--- src/rtl/gb_mbc1.sv ---
// gb_mbc1: MBC1 cartridge mapper bridging the cart bus to a req/ack backing store.
// Define GB_MBC1_RAM_EN to enable cart RAM at A000-BFFF (otherwise it reads 8'hFF).
module gb_mbc1 #(
  parameter int ROM_ADDR_BITS = 21
) (
  input  logic        clk,
  input  logic        reset_n,
  input  logic [15:0] cart_addr,
  input  logic        cart_rd,
  input  logic        cart_wr,
  input  logic [7:0]  cart_di,
  output logic [7:0]  cart_do,
  output logic        cart_busy,
  output logic [21:0] mem_addr,
  output logic        mem_req,
  output logic        mem_we,
  output logic [7:0]  mem_wdata,
  input  logic [7:0]  mem_rdata,
  input  logic        mem_ack
);
  localparam logic [21:0] ROM_MASK = 22'((64'd1 << ROM_ADDR_BITS) - 64'd1);
  typedef enum logic [1:0] {IDLE, RD, WR} state_t;
  state_t      state;
  logic        rd_d, wr_d, mode;
  logic [4:0]  rom_lo;
  logic [1:0]  bank_hi;
  logic [15:0] last_addr;
  logic        wr_rise, rd_rise, is_rom, is_ram, rd_go, bank_wr;
  logic [6:0]  rom_bank;
  logic [21:0] rom_addr;
  assign wr_rise   = cart_wr & ~wr_d;
  assign rd_rise   = cart_rd & ~rd_d;
  assign is_rom    = ~cart_addr[15];
  assign is_ram    = cart_addr[15:13] == 3'b101;
  assign bank_wr   = wr_rise & is_rom;
  assign rd_go     = state == IDLE && cart_rd && (is_rom || is_ram) && (rd_rise || cart_addr != last_addr);
  assign rom_bank  = cart_addr[14] ? {bank_hi, rom_lo} : (mode ? {bank_hi, 5'b0} : 7'd0);
  assign rom_addr  = {1'b0, rom_bank, cart_addr[13:0]} & ROM_MASK;
  assign cart_busy = state != IDLE;
`ifdef GB_MBC1_RAM_EN
  logic        ram_en, pend_v, ram_wr;
  logic [21:0] ram_addr, pend_addr;
  logic [7:0]  pend_data;
  assign ram_addr = {1'b1, 6'b0, mode ? bank_hi : 2'b00, cart_addr[12:0]};
  assign ram_wr   = wr_rise & is_ram & ram_en;
  always_ff @(posedge clk or negedge reset_n)
    if (!reset_n) ram_en <= 1'b0;
    else if (bank_wr && cart_addr[14:13] == 2'd0) ram_en <= cart_di[3:0] == 4'hA;
  // one-deep slot; a newer edge simply overwrites whatever is waiting
  always_ff @(posedge clk or negedge reset_n)
    if (!reset_n) begin
      pend_v    <= 1'b0;
      pend_addr <= '0;
      pend_data <= '0;
    end else if (ram_wr && (state != IDLE || pend_v)) begin
      pend_v    <= 1'b1;
      pend_addr <= ram_addr;
      pend_data <= cart_di;
    end else if (state == IDLE) pend_v <= 1'b0;
`else
  logic unused_di;
  assign unused_di = ^cart_di[7:5];
`endif
  always_ff @(posedge clk or negedge reset_n)
    if (!reset_n) begin
      rd_d    <= 1'b0;
      wr_d    <= 1'b0;
      rom_lo  <= 5'd1;
      bank_hi <= 2'd0;
      mode    <= 1'b0;
    end else begin
      rd_d <= cart_rd;
      wr_d <= cart_wr;
      if (bank_wr && cart_addr[14:13] == 2'd1) rom_lo <= cart_di[4:0] == 5'd0 ? 5'd1 : cart_di[4:0];
      if (bank_wr && cart_addr[14:13] == 2'd2) bank_hi <= cart_di[1:0];
      if (bank_wr && cart_addr[14:13] == 2'd3) mode <= cart_di[0];
    end
  always_ff @(posedge clk or negedge reset_n)
    if (!reset_n) begin
      state     <= IDLE;
      mem_req   <= 1'b0;
      mem_we    <= 1'b0;
      mem_addr  <= '0;
      mem_wdata <= '0;
      cart_do   <= 8'hFF;
      last_addr <= 16'hFFFF;
    end else if (state != IDLE) begin
      if (mem_ack) begin
        state   <= IDLE;
        mem_req <= 1'b0;
        mem_we  <= 1'b0;
        if (state == RD) cart_do <= mem_rdata;
      end
    end
`ifdef GB_MBC1_RAM_EN
    else if (pend_v) begin
      state     <= WR;
      mem_req   <= 1'b1;
      mem_we    <= 1'b1;
      mem_addr  <= pend_addr;
      mem_wdata <= pend_data;
    end else if (ram_wr) begin
      state     <= WR;
      mem_req   <= 1'b1;
      mem_we    <= 1'b1;
      mem_addr  <= ram_addr;
      mem_wdata <= cart_di;
    end
`endif
    else if (rd_go) begin
      last_addr <= cart_addr;
      if (is_rom) begin
        state    <= RD;
        mem_req  <= 1'b1;
        mem_we   <= 1'b0;
        mem_addr <= rom_addr;
      end
`ifdef GB_MBC1_RAM_EN
      else if (ram_en) begin
        state    <= RD;
        mem_req  <= 1'b1;
        mem_we   <= 1'b0;
        mem_addr <= ram_addr;
      end
`endif
      else cart_do <= 8'hFF;
    end
endmodule

--- config.mk ---
export PLATFORM = sky130hd
export DESIGN_NAME = gb_mbc1
export DESIGN_NICKNAME = d
export VERILOG_FILES = /design/src/rtl/gb_mbc1.sv
export SDC_FILE = /design/constraint.sdc
export NUM_CORES = 1
export LEC_CHECK = 0
export CORE_MARGIN = 8
export CORE_UTILIZATION = 40
export DETAILED_ROUTE_END_ITERATION = 10
export PLACE_DENSITY_LB_ADDON = 0.12
export SYNTH_ARGS = -nofsm -noshare
export SYNTH_HDL_FRONTEND = slang
export SYNTH_SLANG_ARGS = --single-unit
export TNS_END_PERCENT = 20
--- constraint.sdc ---
create_clock -name clk -period 2.5 [get_ports clk]
set_clock_uncertainty 0.2 [all_clocks]
set_input_delay 0.625 -clock clk [delete_from_list [all_inputs] [get_ports clk]]
set_output_delay 0.625 -clock clk [all_outputs]
set_load 0.01 [all_outputs]
======== After elaboration in Yosys (flattened, before gate mapping) ========
Index checks and enable logic that the tools add are counted.
storage, ports and cells
  input port bits ......................... 37
  output and inout port bits .............. 41
  word-level logic and storage cells ...... 63
  register bits ........................... 59
operators by class
  reductions and logical operators ........ 17
  eq/ne operators ......................... 9
  bitwise gates (word level) .............. 7
  muxes and demuxes ....................... 19
operators with widths
  operator            count
  $mux 8              5
  $ne 16x16->1        1
  $mux 7              2
  $mux 2              4
  $mux 1              7
  $logic_and 1x1->1   6
  $ne 2x1->1 const B  3
  $reduce_and 3->1    2
  $reduce_bool 2->1   3
  $logic_not 5->1     1
  $mux 5              1
  $eq 2x1->1 const B  2
  $eq 2x2->1 const B  2
  $not 1->1           4
  $reduce_and 4->1    1
  $and 1x1->1         3
  $eq 3x3->1 const B  1
  $logic_not 2->1     1
  $logic_or 1x1->1    2
  $reduce_and 2->1    1

======== Logic depth before layout (Yosys ltp) ========
  depth after elaboration ................. 6
  depth in mapped cells ................... 6
  depth with buffers taken out ............ 5

======== Worst setup path before layout ========
Ideal clock, no wire load.
  kind .................................... input to register
  start point ............................. in cart_addr[9]
  end point ............................... reg mem_addr[11]
  slack ................................... 211 ps
  data arrival time ....................... 1962 ps
  library setup time ...................... 128 ps
  data required time ...................... 2172 ps
  cell stages on the path ................. 6
  cells stage by stage .................... xor2_1 a2111oi_4 nand3_4 o21ai_4 buf_6 mux2_1
on the way
  cells in the longest elaborated chain, start to end .. 4
RTL lines
  item                        line  source
  from (decl)                 8     input logic [15:0] cart_addr,
  $ne 16x16->1                36    assign rd_go = state == IDLE && cart_rd && (is_rom || is_ram) && (rd_rise || cart_addr != last_addr);
  $logic_or 1x1->1            36
  $logic_and 1x1->1           36
  $reduce_and 3->1 (no line)  n/a
  to (signal assigned)        116   mem_addr <= rom_addr;
  to (decl)                   14    output logic [21:0] mem_addr,
No other way between the ends.
A chain may end at the register's enable or synchronous reset.

======== Final worst setup path ========
  start point ............................. in cart_addr[7]
  end point ............................... reg last_addr[13]
on the way
  cells in the longest elaborated chain, start to end .. 4
RTL lines
  item                        line  source
  $ne 16x16->1                36
  $logic_or 1x1->1            36
  $logic_and 1x1->1           36
  $reduce_and 2->1 (no line)  n/a
  to (signal assigned)        111   last_addr <= cart_addr;
  to (decl)                   27    logic [15:0] last_addr;
No other way between the ends.

==> impl_metrics.toml <==
[grt]
grt_max_degree = 57
grt_util_all_layers_pct = 12.78
antenna_found_initial = 0
grt-ovfl-total = 0
grt_pass1_vias = 1915
grt_pass1_wl_um = 9873

[critical_path]
start_kind = "input pin"
cp.arrival_ns = 2.48
slowest_delay_ns = 0.39
slowest_stage = "a2111oi_4"
cp_max_fo = 5
path_cells = "dlygate4sd2_1, xor2_1, a2111oi_4, nand3_4, buf_4, o21ai_4, bufbuf_16, mux2_4"
cp-end-kind = "register"
worstPathRequired_ns = 2.54
crit_type = "in -> reg"

[sta]
fin_crit_sh_pct = 97.69
setup_tns_ns = 0
hold_viol_final = 0
setup_viol = 0
fmax_mhz = 409.5
period_needed_ns = 2.442
rsz0062_at_grt = "yes"
report.final.slew_viol_count = 0

[power]
total_leakage_power_nw = 1.653
power-per-cell-area_nw_per_um2 = 713.5
peakVddDrop_uv = 421.2

[synth]
ys_types = 33
synth_top_family_by_area = "multiplexers"
synth_compound_area_share_pct = 4.225
synth-simple-area-share_pct = 9.217
ys_ff_latch = 56
synthAdderAreaFrac_pct = 0
synthMuxAreaShare_pct = 19.54
synth-seq-area-share_pct = 54.97
syn_avg_cell_area_um2 = 13.10
synthXorXnorAreaFrac_pct = 5.377
yosys_warnings = 8
synth_cells = 199
netlist_area_um2 = 2606

[route]
wirelength_um = 5725
avgRoutedWirePerCell_um = 15.64
drtIter0Drc = 52
ant_nets = 0
num_vias = 1717
drtPass1Iterations = 4
drc_errors = 0
vias_per_cell = 4.691

[layout]
layout.nets = 325
design_area_um2 = 3622
multi_input_area_um2 = 1042
layout_commonest_cell = "clkdlybuf4s50_1"
fillCellCount = 548
mostFrequentLayoutCells = "clkdlybuf4s50_1, dfrtp_1, dfstp_2"
drive_gt1_share_pct = 31.83
seq_area_um2 = 1433
synthToLayoutAreaGrowth_pct = 38.98
diodes = 0

[clock_tree]
clock_sinks = 56
cts_tree = "done"
cts_buffers = 5
cts_root_buf = "clkbuf_8"
cts.path.max_buffers = 2
path_clk_slew_ns = 0.09
ctsHtreeMaxLevel = 2
insertion_delay_ns = 0.31

[floorplan]
die_area_um2 = 9355
initial_core_util_pct = 41.28
die_x_um = 96.72
core_um2 = 6314
pin_count = 78
die_height_um = 96.72
num_rows = 29

[placed_design]
port_buffers = 64
dpl.hpwl_um = 3996
place_area_um2 = 3408
gp_congestion = 0.7202

[run]
max_cap_violations = 0

[run_status]
status = "finished clean"

[min_path]
worstHoldPathType = "in -> async"
## cell usage after synthesis, drive strengths merged
library cell / instances / area (um2)
mux2: 36 / 439.2
dfrtp: 31 / 775.7
dfstp: 25 / 656.9
nand2: 24 / 90.09
buf: 15 / 128.9
xor2: 14 / 122.6
nand3: 11 / 72.57
inv: 9 / 33.78
mux2i: 7 / 70.07
o21ai: 5 / 47.54
nor2: 4 / 15.01
nor4: 3 / 31.28
a21oi: 2 / 10.01
clkbuf: 2 / 7.510
xnor2: 2 / 17.52
a2111oi: 1 / 27.53
a21bo: 1 / 10.01
and2: 1 / 6.260
conb: 1 / 3.750
nand2b: 1 / 6.260
nor2b: 1 / 6.260
nor3: 1 / 5.000
nor3b: 1 / 7.510
o2111ai: 1 / 15.01
## flip-flops by register name, indices dropped and copies added (netlist names)
name,cells
wr_d,1
mode,1
bank_hi,2
rd_d,1
rom_lo,5
last_addr,16
mem_addr,21
cart_do,8
mem_req,1
## per-stage QoR
| stage | total power [mW] | hold slack, ns | instances | setup WS (ns) | util, % |
|---|---|---|---|---|---|
| after floorplan | 1.691 | 0.1294 | 208 | 0.2110 | - |
| after global placement | 2.062 | 0.2745 | 350 | -0.3673 | 53.98 |
| after detailed placement | 2.083 | 0.2821 | 350 | -0.3969 | 53.98 |
| after CTS | 2.625 | 0.1130 | 366 | 0.02781 | 57.09 |
| after global routing | 2.735 | 0.1236 | 366 | -0.01253 | 57.37 |
| final | 2.585 | 0.09649 | 366 | 0.05774 | 57.37 |
## power breakdown
group,switching [mW],internal (mW),leakage (nW)
registers,0.109,1.17,0.642
logic,0.319,0.478,0.966
clock network,0.278,0.227,0.0455
total,0.706,1.88,1.65
## kinds of logic after synthesis
family          Yosys count
mux                      43
other cells               1
compound gates           10
buf+inv                  26
simple gates             47
xor+xnor                 16
flops                    56
## critical path, delay by kind of cell
kind	cells	cell delay [ns]
multiplexers	1	0.29
AND/OR/NAND/NOR	1	0.12
AO/OA/AOI/OAI	2	0.55
XOR/XNOR	1	0.17
buffers and inverters	3	0.72
## per-layer routing
metal	track usage [%]	part of all wire [%]	vias up
li1	-	-	824
met1	15.93	46	828
met2	20.00	45	57
met3	4.339	7.0	8
met4	4.615	1.4	0
met5	0	0	-
## cell type report
class	count	share of cell area [%]
clock buffer	8	2.487
timing repair buffer	90	25.60
multi-input combinational	126	28.77
sequential	56	39.55
tap	77	2.660
inverter	9	0.9326
## worst paths after layout
| path | cells after the start | slack [ns] | start | end |
|---|---|---|---|---|
| worst max-delay path | 8 | 0.06 | cart_addr[7] | last_addr[13] |
| worst min-delay path | 2 | 0.1 | reset_n | mem_addr[3] |
| worst max register to register | 7 | 0.17 | last_addr[7] | last_addr[13] |
| worst min register to register | 2 | 0.29 | cart_do[1] | cart_do[1] |
| max in group asynchronous | 2 | 1.69 | reset_n | rom_lo[0] |
| min in group clk | 2 | 0.29 | cart_do[1] | cart_do[1] |
## what timing repair did
| action | in CTS | in global routing |
|---|---|---|
| pin swaps | 8 | 7 |
| buffers inserted | 6 | 0 |
| setup endpoints to repair | 19 | 41 |
| hold buffers | 0 | 0 |
| gates cloned | 2 | 0 |
| gates resized for setup | 12 | 6 |
(Power assumes the default switching activity.)
